[src/rtl/mic_req_arbiter_pkg.sv]
// MIC packet header field positions and type codes shared by the request
// arbiter, its round-robin picker and the bus interface.
package mic_pkt_defs;

  localparam int unsigned DATA_W    = 64;
  localparam int unsigned PORT_W    = 2;

  localparam int unsigned BE_HI     = 63;
  localparam int unsigned BE_LO     = 59;
  localparam int unsigned SRC_ID_HI = 55;
  localparam int unsigned SRC_ID_LO = 48;
  localparam int unsigned LEN_HI    = 47;
  localparam int unsigned LEN_LO    = 40;
  localparam int unsigned TYPE_HI   = 33;
  localparam int unsigned TYPE_LO   = 32;
  localparam int unsigned ADDR_HI   = 31;
  localparam int unsigned ADDR_LO   = 3;

  typedef enum logic [1:0] {
    PKT_RD    = 2'b00,
    PKT_WR    = 2'b01,
    PKT_RDATA = 2'b10,
    PKT_WRACK = 2'b11
  } pkt_type_e;

  typedef enum logic {
    ARB_IDLE,
    ARB_BUSY
  } arb_state_e;

  typedef enum logic {
    RSP_HDR,
    RSP_BODY
  } rsp_state_e;

  typedef logic [PORT_W-1:0] port_idx_t;

  function automatic logic [7:0] stamp_id(input logic [7:0] base, input port_idx_t p);
    return base | {{(8-PORT_W){1'b0}}, p};
  endfunction

endpackage

[src/rtl/mic_req_arbiter_if.sv]
// Bundles the per-port request streams, the merged MIC request stream and the
// response/demux streams that surround mic_req_arbiter.
interface mic_req_arbiter_if #(
  parameter int unsigned NPORTS = 4
);

  logic [NPORTS-1:0]                      S_TVALID;
  logic [NPORTS-1:0]                      S_TREADY;
  logic [mic_pkt_defs::DATA_W*NPORTS-1:0] S_TDATA;
  logic [NPORTS-1:0]                      S_TLAST;

  logic                                   M_TVALID;
  logic                                   M_TREADY;
  logic [mic_pkt_defs::DATA_W-1:0]        M_TDATA;
  logic                                   M_TLAST;

  logic                                   R_TVALID;
  logic                                   R_TREADY;
  logic [mic_pkt_defs::DATA_W-1:0]        R_TDATA;
  logic                                   R_TLAST;

  logic [NPORTS-1:0]                      D_TVALID;
  logic [NPORTS-1:0]                      D_TREADY;
  logic [mic_pkt_defs::DATA_W-1:0]        D_TDATA;
  logic                                   D_TLAST;

  // Arbiter side.
  modport slave (
    input  S_TVALID, S_TDATA, S_TLAST, M_TREADY,
    input  R_TVALID, R_TDATA, R_TLAST, D_TREADY,
    output S_TREADY, M_TVALID, M_TDATA, M_TLAST,
    output R_TREADY, D_TVALID, D_TDATA, D_TLAST
  );

  // Requester / interconnect side.
  modport master (
    output S_TVALID, S_TDATA, S_TLAST, M_TREADY,
    output R_TVALID, R_TDATA, R_TLAST, D_TREADY,
    input  S_TREADY, M_TVALID, M_TDATA, M_TLAST,
    input  R_TREADY, D_TVALID, D_TDATA, D_TLAST
  );

endinterface

[src/rtl/mic_req_arbiter_rr_pick.sv]
// Combinational round-robin pick: first requesting port at or after ptr,
// wrapping, returned both one-hot and as an index.
module rr_pick
  import mic_pkt_defs::*;
#(
  parameter int unsigned NPORTS = 4
) (
  input  logic [NPORTS-1:0] req,
  input  port_idx_t         ptr,
  output logic [NPORTS-1:0] grant,
  output port_idx_t         idx,
  output logic              found
);

  always_comb begin
    grant = '0;
    idx   = '0;
    found = 1'b0;
    for (int unsigned off = 0; off < NPORTS; off++) begin
      for (int unsigned p = 0; p < NPORTS; p++) begin
        if (!found && req[p] && (p == (32'(ptr) + off) % NPORTS)) begin
          grant[p] = 1'b1;
          idx      = port_idx_t'(p);
          found    = 1'b1;
        end
      end
    end
  end

endmodule

[src/rtl/mic_req_arbiter.sv]
// Packet-granular round-robin merge of NPORTS requesters onto one MIC port,
// with SRC_ID stamping and demux of the response stream by header SRC_ID.
module mic_req_arbiter
  import mic_pkt_defs::*;
#(
  parameter int unsigned NPORTS      = 4,
  parameter logic [7:0]  SRC_ID_BASE = 8'h10
) (
  input  logic                clk,
  input  logic                reset,
  mic_req_arbiter_if.slave    bus,
  output logic                drop_pulse
);

  arb_state_e        arb_q, arb_d;
  port_idx_t         g_q, g_d;
  logic [NPORTS-1:0] goh_q, goh_d;
  port_idx_t         ptr_q, ptr_d;
  logic              hdr_q, hdr_d;

  logic [NPORTS-1:0] pick_grant;
  port_idx_t         pick_idx;
  logic              pick_found;

  logic              sel_valid;
  logic              sel_last;
  logic [DATA_W-1:0] sel_data;

  logic              m_tvalid;
  logic [DATA_W-1:0] m_tdata;
  logic [NPORTS-1:0] s_tready;

  rr_pick #(.NPORTS(NPORTS)) u_pick (
    .req   (bus.S_TVALID),
    .ptr   (ptr_q),
    .grant (pick_grant),
    .idx   (pick_idx),
    .found (pick_found)
  );

  always_comb begin
    sel_valid = 1'b0;
    sel_last  = 1'b0;
    sel_data  = '0;
    for (int unsigned p = 0; p < NPORTS; p++) begin
      if (g_q == port_idx_t'(p)) begin
        sel_valid = bus.S_TVALID[p];
        sel_last  = bus.S_TLAST[p];
        sel_data  = bus.S_TDATA[p*DATA_W +: DATA_W];
      end
    end
  end

  // Grant is held until the TLAST handshake, so TVALID gaps never reopen arbitration.
  always_comb begin
    arb_d    = arb_q;
    g_d      = g_q;
    goh_d    = goh_q;
    ptr_d    = ptr_q;
    hdr_d    = hdr_q;
    m_tvalid = 1'b0;
    s_tready = '0;
    m_tdata  = sel_data;
    if (hdr_q) begin
      m_tdata[SRC_ID_HI:SRC_ID_LO] = stamp_id(SRC_ID_BASE, g_q);
    end
    case (arb_q)
      ARB_IDLE: begin
        if (pick_found) begin
          g_d   = pick_idx;
          goh_d = pick_grant;
          hdr_d = 1'b1;
          arb_d = ARB_BUSY;
        end
      end
      ARB_BUSY: begin
        m_tvalid = sel_valid;
        s_tready = goh_q & {NPORTS{bus.M_TREADY}};
        if (sel_valid && bus.M_TREADY) begin
          hdr_d = 1'b0;
          if (sel_last) begin
            ptr_d = (32'(g_q) == NPORTS - 1) ? '0 : g_q + port_idx_t'(1);
            arb_d = ARB_IDLE;
          end
        end
      end
      default: arb_d = ARB_IDLE;
    endcase
    if (!reset) begin
      m_tvalid = 1'b0;
      s_tready = '0;
    end
  end

  assign bus.M_TVALID = m_tvalid;
  assign bus.M_TDATA  = m_tdata;
  assign bus.M_TLAST  = sel_last;
  assign bus.S_TREADY = s_tready;

  rsp_state_e        rsp_q, rsp_d;
  port_idx_t         dest_q, dest_d;
  logic              rt_q, rt_d;

  port_idx_t         hdr_dest;
  logic              hdr_rt;
  port_idx_t         cur_dest;
  logic              cur_rt;
  logic [NPORTS-1:0] d_tvalid;
  logic              r_tready;
  logic              r_hs;
  logic              drop;

  assign hdr_dest = bus.R_TDATA[SRC_ID_LO+PORT_W-1:SRC_ID_LO];
  assign hdr_rt   = (bus.R_TDATA[SRC_ID_HI:SRC_ID_LO+PORT_W] == SRC_ID_BASE[7:PORT_W]) &&
                    (32'(hdr_dest) < NPORTS);
  assign cur_dest = (rsp_q == RSP_HDR) ? hdr_dest : dest_q;
  assign cur_rt   = (rsp_q == RSP_HDR) ? hdr_rt   : rt_q;

  // Unroutable packets are sunk at full rate; only their header beat pulses drop.
  always_comb begin
    d_tvalid = '0;
    r_tready = 1'b1;
    for (int unsigned p = 0; p < NPORTS; p++) begin
      if (cur_rt && (cur_dest == port_idx_t'(p))) begin
        d_tvalid[p] = bus.R_TVALID;
        r_tready    = bus.D_TREADY[p];
      end
    end
    if (!reset) begin
      d_tvalid = '0;
      r_tready = 1'b0;
    end
    r_hs = bus.R_TVALID && r_tready;
    drop = r_hs && (rsp_q == RSP_HDR) && !hdr_rt;
  end

  always_comb begin
    rsp_d  = rsp_q;
    dest_d = dest_q;
    rt_d   = rt_q;
    case (rsp_q)
      RSP_HDR: begin
        if (r_hs && !bus.R_TLAST) begin
          dest_d = hdr_dest;
          rt_d   = hdr_rt;
          rsp_d  = RSP_BODY;
        end
      end
      RSP_BODY: begin
        if (r_hs && bus.R_TLAST) begin
          rsp_d = RSP_HDR;
        end
      end
      default: rsp_d = RSP_HDR;
    endcase
  end

  assign bus.D_TVALID = d_tvalid;
  assign bus.R_TREADY = r_tready;
  assign bus.D_TDATA  = bus.R_TDATA;
  assign bus.D_TLAST  = bus.R_TLAST;
  assign drop_pulse   = drop;

  always_ff @(posedge clk) begin
    if (!reset) begin
      arb_q  <= ARB_IDLE;
      g_q    <= '0;
      goh_q  <= '0;
      ptr_q  <= '0;
      hdr_q  <= 1'b1;
      rsp_q  <= RSP_HDR;
      dest_q <= '0;
      rt_q   <= 1'b0;
    end else begin
      arb_q  <= arb_d;
      g_q    <= g_d;
      goh_q  <= goh_d;
      ptr_q  <= ptr_d;
      hdr_q  <= hdr_d;
      rsp_q  <= rsp_d;
      dest_q <= dest_d;
      rt_q   <= rt_d;
    end
  end

endmodule

[src/flat_wrapper.sv]
// flat-port wrapper written by rule: the top's interface ports become plain ports
module mic_req_arbiter_flat import mic_pkt_defs::*;
#(
  parameter int unsigned NPORTS      = 4,
  parameter logic [7:0]  SRC_ID_BASE = 8'h10
)
  (clk, reset, drop_pulse, bus_S_TVALID, bus_S_TDATA, bus_S_TLAST, bus_M_TREADY, bus_R_TVALID, bus_R_TDATA, bus_R_TLAST, bus_D_TREADY, bus_S_TREADY, bus_M_TVALID, bus_M_TDATA, bus_M_TLAST, bus_R_TREADY, bus_D_TVALID, bus_D_TDATA, bus_D_TLAST);
  mic_req_arbiter_if #(.NPORTS(NPORTS)) bus_i ();
  input  logic clk;
  input  logic reset;
  output logic drop_pulse;
  input wire logic [$bits(bus_i.S_TVALID)-1:0] bus_S_TVALID;
  input wire logic [$bits(bus_i.S_TDATA)-1:0] bus_S_TDATA;
  input wire logic [$bits(bus_i.S_TLAST)-1:0] bus_S_TLAST;
  input wire logic [$bits(bus_i.M_TREADY)-1:0] bus_M_TREADY;
  input wire logic [$bits(bus_i.R_TVALID)-1:0] bus_R_TVALID;
  input wire logic [$bits(bus_i.R_TDATA)-1:0] bus_R_TDATA;
  input wire logic [$bits(bus_i.R_TLAST)-1:0] bus_R_TLAST;
  input wire logic [$bits(bus_i.D_TREADY)-1:0] bus_D_TREADY;
  output wire logic [$bits(bus_i.S_TREADY)-1:0] bus_S_TREADY;
  output wire logic [$bits(bus_i.M_TVALID)-1:0] bus_M_TVALID;
  output wire logic [$bits(bus_i.M_TDATA)-1:0] bus_M_TDATA;
  output wire logic [$bits(bus_i.M_TLAST)-1:0] bus_M_TLAST;
  output wire logic [$bits(bus_i.R_TREADY)-1:0] bus_R_TREADY;
  output wire logic [$bits(bus_i.D_TVALID)-1:0] bus_D_TVALID;
  output wire logic [$bits(bus_i.D_TDATA)-1:0] bus_D_TDATA;
  output wire logic [$bits(bus_i.D_TLAST)-1:0] bus_D_TLAST;
  assign bus_i.S_TVALID = bus_S_TVALID;
  assign bus_i.S_TDATA = bus_S_TDATA;
  assign bus_i.S_TLAST = bus_S_TLAST;
  assign bus_i.M_TREADY = bus_M_TREADY;
  assign bus_i.R_TVALID = bus_R_TVALID;
  assign bus_i.R_TDATA = bus_R_TDATA;
  assign bus_i.R_TLAST = bus_R_TLAST;
  assign bus_i.D_TREADY = bus_D_TREADY;
  assign bus_S_TREADY = bus_i.S_TREADY;
  assign bus_M_TVALID = bus_i.M_TVALID;
  assign bus_M_TDATA = bus_i.M_TDATA;
  assign bus_M_TLAST = bus_i.M_TLAST;
  assign bus_R_TREADY = bus_i.R_TREADY;
  assign bus_D_TVALID = bus_i.D_TVALID;
  assign bus_D_TDATA = bus_i.D_TDATA;
  assign bus_D_TLAST = bus_i.D_TLAST;
  mic_req_arbiter #(.NPORTS(NPORTS), .SRC_ID_BASE(SRC_ID_BASE)) u_core (.clk(clk), .reset(reset), .bus(bus_i), .drop_pulse(drop_pulse));
endmodule
[config.mk]
export PLATFORM = sky130hd
export DESIGN_NAME = mic_req_arbiter_flat
export DESIGN_NICKNAME = d
export VERILOG_FILES = /design/src/rtl/mic_req_arbiter_pkg.sv /design/src/rtl/mic_req_arbiter_if.sv /design/src/rtl/mic_req_arbiter_rr_pick.sv /design/src/rtl/mic_req_arbiter.sv /design/src/flat_wrapper.sv
export SDC_FILE = /design/constraint.sdc
export NUM_CORES = 1
export LEC_CHECK = 0
export CAP_MARGIN = 20
export CELL_PAD_IN_SITES_DETAIL_PLACEMENT = 2
export CELL_PAD_IN_SITES_GLOBAL_PLACEMENT = 2
export CORE_MARGIN = 2
export CORE_UTILIZATION = 10
export CTS_BUF_LIST = sky130_fd_sc_hd__clkbuf_4
export DETAILED_ROUTE_END_ITERATION = 8
export HOLD_SLACK_MARGIN = 0.06
export PLACE_DENSITY = 0.85
export SYNTH_ARGS = -nofsm -noshare
export SYNTH_HDL_FRONTEND = slang
export SYNTH_SLANG_ARGS = --single-unit
[constraint.sdc]
create_clock -name clk -period 2.74 [get_ports clk]
set_clock_uncertainty 0.05 [all_clocks]
set_input_delay 0.411 -clock clk [delete_from_list [all_inputs] [get_ports clk]]
set_output_delay 0.411 -clock clk [all_outputs]
set_load 0.005 [all_outputs]
==> run metrics <==
cell count after synthesis=roughly 620; Synth Flop Type=dfxtp_1; Critical Path RT=about 2.3 ns; normalized max-slew margin=between 70% and 80%; Final min period=2.69 ns; hold slack final=0.439 ns; initial DRC count=95; post-synth cell types=48; Tcrit/Tclk final=around 98%; Hold Crit Class=flop to flop; vias post-DR=5807; initial antenna violation count=0; dpl ws=-0.451 ns; Detailed Route WL=26000 um; sequential area share after synthesis=7.53%; Avg Inst Size Synth=5.98 um^2; reg2reg setup slack=0.32 ns; fin area=0.00825 mm^2; maximum VDD drop=105 uV; area delta synth->final=122%; residual overflow from global routing=0; hold_buf cts=0; critical path's slowest cell=or4b_1; cell area after synthesis=0.00372 mm^2; CP arrival=2.23 ns; core area=0.0366 mm^2; Die H=between 150 and 200 um; largest net degree at the start of global routing=62; synth top area cells=a21oi_1, nand2_1, buf_4; most frequent cell after synthesis=nand2_1; P_leak=0.00319 uW; post-layout net count=1298; setup ws final=about 0.053 ns; Max FO, Critical Path=4; Port Buf Inserts=365; Synth area leader=a21oi_1; post-route ant nets=0; CP cell instances=clkdlybuf4s50_1 > or2_2 > or4b_1 > a21o_1 > buf_4 > nor2_1 > buf_2; CP endpoint kind=output port; Post-synth EDFFs=0; # setup viols final=0; row count=70; Clk Latency, worst-skew pair=0.28 ns; vias in the first global route=between 6000 and 7000; GRT Max-Usage Layer=met2; FMAX=0.372 GHz; GR Util met2=22.9%; RSZ-0062 raised after global routing=true; Post-route DRC=0; max-cap violations=0; layout cell share with drive strength beyond 1=14.4%; PD cells=252 mW/mm^2; die width=197 um; CTS max path bufs=2; Synth top area share=16.4%; grt met3 use=2.91%; Startpoint Class=input port; grt met1 use=13.8%; synth warn=0; wire per inst=18.2 um; clock tree sinks=14; Initial Util=10.2%; Post-synth top cells=nand2_1, a21oi_1, buf_4; post-detail-place hpwl=20800 um; hold violation count in the final report=0; Ports=478; CTS tree=built; CTS root buf=clkbuf_4; DRT Pass-1 Iters=4; Reg clk slew, reported paths=0.09 ns; syn nets=964; die area=0.0388 mm^2; worst slew pin tran=0.427 ns; CTS H-Tree Depth=1; GPL Wtd Cong=0.838; first-pass GRT wire length=37000 um; Crit path largest cell delay=roughly 0.51 ns; status=completed; Num CTS Buffers=3; Worst Setup Path Type=input port to output port; Max Slew Vio Count=0; FFs w/ async S/R, synth=0%; DP Area=0.00792 mm^2; routed vias/inst=4.08; Overall Global Routing Usage=between 10% and 20%; #FFs+latches synth=14
timing repair:
item                                    4_1_cts  5_1_grt
gates cloned                                  2        1
endpoints found under the setup margin       71       18
buffers inserted                             15        3
gates resized for setup                     113       26
pin swaps                                    16       12
critical path: cells and delay by family:
kind / cells / cell delay [ns]
buffers and inverters: 3 / 0.67
AND/OR/NAND/NOR: 3 / 0.92
AO/OA/AOI/OAI: 1 / 0.22
layout by cell type, fill, tap and decap left out, types with 4 or more instances in the layout:
cell / n
dlymetal6s2s_1: 8
buf_12: 12
o31ai_1: 4
clkdlybuf4s50_1: 289
mux2i_1: 4
o21ai_1: 9
o211ai_1: 4
buf_4: 68
a21oi_2: 15
nor2_1: 7
ha_4: 4
inv_1: 10
nand3b_1: 58
and2_1: 6
dlygate4sd2_1: 60
o21ai_0: 47
nand2_1: 132
a211o_1: 5
dfxtp_1: 12
nor2b_1: 11
a21oi_1: 106
a221oi_1: 8
logic make-up (layout without fill, tap and decap cells):
group	count (synthesis)	count (layout)	share of synthesized area [%]
mux	7	7	2.28
simple gates	238	238	33.2
other cells	0	1	0
buf+inv	134	467	20.3
flops	14	14	7.53
compound gates	226	226	35.4
fa+ha+maj	4	4	1.34
state kept, by name (all words and copies together), names as in the netlist, named ones only:
register	count
u_core.g_q	2
u_core.rt_q	1
u_core.goh_q	4
u_core.ptr_q	2
u_core.hdr_q	1
u_core.arb_q	1
u_core.dest_q	2
through the flow:
step / power, uW / cells / util, % / setup TNS [ns]
3_5_place_dp: 1930 / 1399 / 21.6 / -1.84
5_1_grt: 2250 / 1424 / 22.5 / -0.122
4_1_cts: 2080 / 1420 / 22.3 / -0.0986
2_1_floorplan: 867 / 623 / - / 0
3_3_place_gp: 1890 / 1399 / 21.6 / -1.70
6_report: 2080 / 1425 / 22.5 / 0
final cells by class:
cell class	count	area [um^2]
sequential	14	285
timing repair buffer	451	4450
fill	4294	28400
antenna	1	2.50
multi-input combinational	475	2860
clock buffer	3	22.5
tap	468	586
clock inverter	1	3.75
inverter	12	45.0
routing by layer:
layer	wire, um	vias up
li1	-	2787
met4	641	0
met2	13100	256
met3	1860	48
met5	0	-
met1	10300	2716
path summary, 6_finish.rpt:
| check | from | endpoint | cells past startpoint |
|---|---|---|---|
| worst max-delay path | bus_R_TDATA[51] | bus_D_TVALID[3] | 7 |
| worst min-delay path | u_core.goh_q[0] | u_core.goh_q[0] | 2 |
| worst max register to register | u_core.g_q[1] | u_core.ptr_q[1] | 9 |
| worst min register to register | u_core.goh_q[0] | u_core.goh_q[0] | 2 |
power breakdown:
group	switching [uW]	total (uW)	internal, uW
Clock	70.8	124	52.8
Sequential	16.7	233	216
Combinational	702	1720	1020
Power figures use the tool's default switching activity.
==> edit: new RTL, config.mk and constraints unchanged <==
`NPORTS` is set to 4 in 4 places; all go to 2.
--- a/src/rtl/mic_req_arbiter_if.sv
+++ b/src/rtl/mic_req_arbiter_if.sv
@@ -2,5 +2,5 @@
 // response/demux streams that surround mic_req_arbiter.
 interface mic_req_arbiter_if #(
-  parameter int unsigned NPORTS = 4
+  parameter int unsigned NPORTS = 2
 );
 
--- a/src/rtl/mic_req_arbiter_rr_pick.sv
+++ b/src/rtl/mic_req_arbiter_rr_pick.sv
@@ -4,5 +4,5 @@
   import mic_pkt_defs::*;
 #(
-  parameter int unsigned NPORTS = 4
+  parameter int unsigned NPORTS = 2
 ) (
   input  logic [NPORTS-1:0] req,
--- a/src/rtl/mic_req_arbiter.sv
+++ b/src/rtl/mic_req_arbiter.sv
@@ -4,5 +4,5 @@
   import mic_pkt_defs::*;
 #(
-  parameter int unsigned NPORTS      = 4,
+  parameter int unsigned NPORTS      = 2,
   parameter logic [7:0]  SRC_ID_BASE = 8'h10
 ) (
--- a/src/flat_wrapper.sv
+++ b/src/flat_wrapper.sv
@@ -2,5 +2,5 @@
 module mic_req_arbiter_flat import mic_pkt_defs::*;
 #(
-  parameter int unsigned NPORTS      = 4,
+  parameter int unsigned NPORTS      = 2,
   parameter logic [7:0]  SRC_ID_BASE = 8'h10
 )
Interface: changed (6 resized); port bits go from 478 to 340. No check against the original RTL was run, so the function may have changed too.
==> edit against the unedited design <==
  * Power down 58%
  * Routed wire length down 57%
  * Global-route usage down 1.5 points
  * Synthesized area down 51%
  * Design area down 52%
  * Register-to-register slack better by 630 ps
  * Worst hold slack worse by 24 ps
  * Worst setup slack better by 72 ps
  * Clock power down 11%
  * Synthesized cell count down 66%
  * Sequential power down 25%
  * Sequential cell count down 4
  * Critical path type unchanged
  * Highest routed layer unchanged
==> edit: results (changes against the unedited design) <==
[clocking] number of hold buffers added after cts 0 [unchanged]
[power_and_ir_drop] Peak VDD IR 0.0781 mV [-26%]
[synth] most frequent cells after synthesis sky130_fd_sc_hd__buf_4 (65), sky130_fd_sc_hd__mux2_2 (58), sky130_fd_sc_hd__mux2i_1 (11)
[critical_path] capture point of the worst reg-to-reg path u_core.dest_q[0]
[flow_run] max-cap violation count 0 [unchanged]
[global_route] All-Layer GR Usage 0.107 [-0.0154]
[status] run status completed
[global_route] number of global-route vias before repair 2432 [-62%]
[critical_path] maximum fanout count along the critical path 3 [-1]
[hold_path] path category of the worst min-delay check register to register
[final_layout] largest registers ranked by flip-flop count u_core.dest_q: 2 flops, u_core.goh_q: 2 flops
[critical_path] reg-to-reg setup timing slack 950 ps [+630 ps]
[hold_path] Worst Hold Depth 2 [unchanged]
[synth] proportion of synthesized flip-flops having asynchronous set or reset 0 [unchanged]
[route] routed wire length 11200 um [-57%]
[hold_path] Worst Min Path Start u_core.goh_q[1]
[route] 1st-iter DRT viols 26 [-73%]
[route] WL/cell 18.6 um [+1.8%]
[hold_path] hold endpoint u_core.goh_q[1]
[route] via-per-instance ratio 3.60 [-12%]
[clocking] htree depth 1 [unchanged]
[global_route] first-pass GRT wire length 16100 um [-56%]
[route] number of iterations in the first detailed-routing pass 4 [unchanged]
[synth] Yosys Warn Count 0 [unchanged]
[global_route] maximum number of pins on one net before global-route repair 30 [-52%]
[clocking] register clock-pin slew on the reported worst setup and hold paths 70 ps [-20 ps]
[sta] Max-Slew Margin vs Limit 0.752 [+0.0443]
[clocking] Skew-Pair Late Insertion Delay 270 ps
[power_and_ir_drop] leakage power summed over all cells 1.46 nW [-54%]
[clocking] TritonCTS buffer count 3 [unchanged]
[synth] fraction of the yosys area taken by sequential cells 0.109 [+0.0338]
[synth] Post-Syn Nets 415 [-57%]
[placed_design] HPWL after detailed placement 10100 um [-52%]
[synth] distinct cell type count of the synthesized netlist 31 [-35%]
[clocking] root buffer cell sky130_fd_sc_hd__clkbuf_4
[synth] mean post-synth cell area 8.66 um^2 [+45%]
[placed_design] placed cell count 600 [-57%]
[critical_path] worst-case reg-to-reg path depth 4 [-5]
[final_layout] share of cells above drive strength 1 0.194 [+0.0498]
[clocking] maximum clock path buffer count 2 [unchanged]
[global_route] antenna violations before repair 0 [unchanged]
[placed_design] post-place setup slack 34.9 ps [+486 ps]
[final_layout] number of antenna diodes 0 [-1]
[synth] Synth Flop Type sky130_fd_sc_hd__dfxtp_1
[placed_design] number of input and output port buffers inserted 227 [-38%]
[critical_path] critical path data arrival time 2150 ps [-80 ps]
[final_layout] Post-layout nets 580 [-55%]
[placed_design] area post-placement 0.00394 mm^2 [-50%]
[synth] post-synth top area cell sky130_fd_sc_hd__mux2_2
[synth] ranking of synthesized cells by area sky130_fd_sc_hd__mux2_2 (36%), sky130_fd_sc_hd__buf_4 (27%), sky130_fd_sc_hd__dfxtp_1 (11%)
[power_and_ir_drop] share of total power consumed by net switching 0.279 [-0.101]
[placed_design] weighted congestion at the end of routability-driven global placement 0.809 [-3.5%]
## edit: repair_timing
| item | CTS | global route |
|---|---|---|
| endpoints found under the hold margin | 0 | 0 |
| buffers inserted | 0 | 1 |
| setup endpoints to repair | 0 | 3 |
| gates resized for setup | 0 | 4 |
## edit: cell families (layout without fill, tap and decap cells)
family | count (synthesis) | in the layout | share of synthesized area
buf+inv | 80 | 244 | 0.298
mux | 70 | 70 | 0.428
simple gates | 32 | 32 | 0.0893
compound gates | 20 | 20 | 0.0757
flops | 10 | 10 | 0.109
## edit: power groups by stage
stage / combinational [mW] / clock, mW / sequential [mW]
6_report: 0.589 / 0.110 / 0.175
4_1_cts: 0.596 / 0.115 / 0.176
3_5_place_dp: 0.591 / 0 / 0.179
2_1_floorplan: 0.241 / 0 / 0.164
3_3_place_gp: 0.579 / 0 / 0.178
5_1_grt: 0.627 / 0.127 / 0.178
## edit: cell type report
type / count / area (um^2)
clock buffers: 3 / 22.5
inverters: 5 / 18.8
multi-input cells: 122 / 1100
fillers: 2044 / 14000
well taps: 229 / 287
flip-flops and latches: 10 / 204
clock inverters: 1 / 3.75
repair buffers: 235 / 2350
## edit: metrics by stage
step                      hold slack (ps)   util
after floorplan                       388      -
after global placement                401  0.219
after detailed placement              412  0.219
after CTS                             425  0.221
after global routing                  442  0.222
final                                 416  0.222
## edit: how the worst max path moves through the flow
stage	from	endpoint	slack, ps	depth (start not counted)
after floorplan	u_core.g_q[0]	bus_M_TDATA[35]	860	4
after detailed placement	bus_R_TDATA[53]	bus_D_TVALID[0]	30	7
after global routing	bus_R_TDATA[54]	drop_pulse	9	7
final	bus_R_TDATA[54]	drop_pulse	120	7
after global placement	bus_R_TDATA[53]	bus_D_TVALID[1]	40	7
after CTS	bus_R_TDATA[53]	bus_D_TVALID[1]	20	7
## edit: layer usage
metal / vias up / GRT usage / wire, um
met5: - / 0 / 0
met4: 0 / 0.0213 / 170
met2: 140 / 0.208 / 5990
met1: 1015 / 0.116 / 4120
met3: 18 / 0.0282 / 945
li1: 1002 / - / -
## edit: worst max-delay path: stages
cell                              delay (ps)
sky130_fd_sc_hd__clkdlybuf4s50_1         430
sky130_fd_sc_hd__nor4b_2                 270
sky130_fd_sc_hd__buf_4                   160
sky130_fd_sc_hd__buf_4                    90
sky130_fd_sc_hd__nor4b_4                 250
sky130_fd_sc_hd__nor3_1                   80
sky130_fd_sc_hd__clkdlybuf4s50_1         460
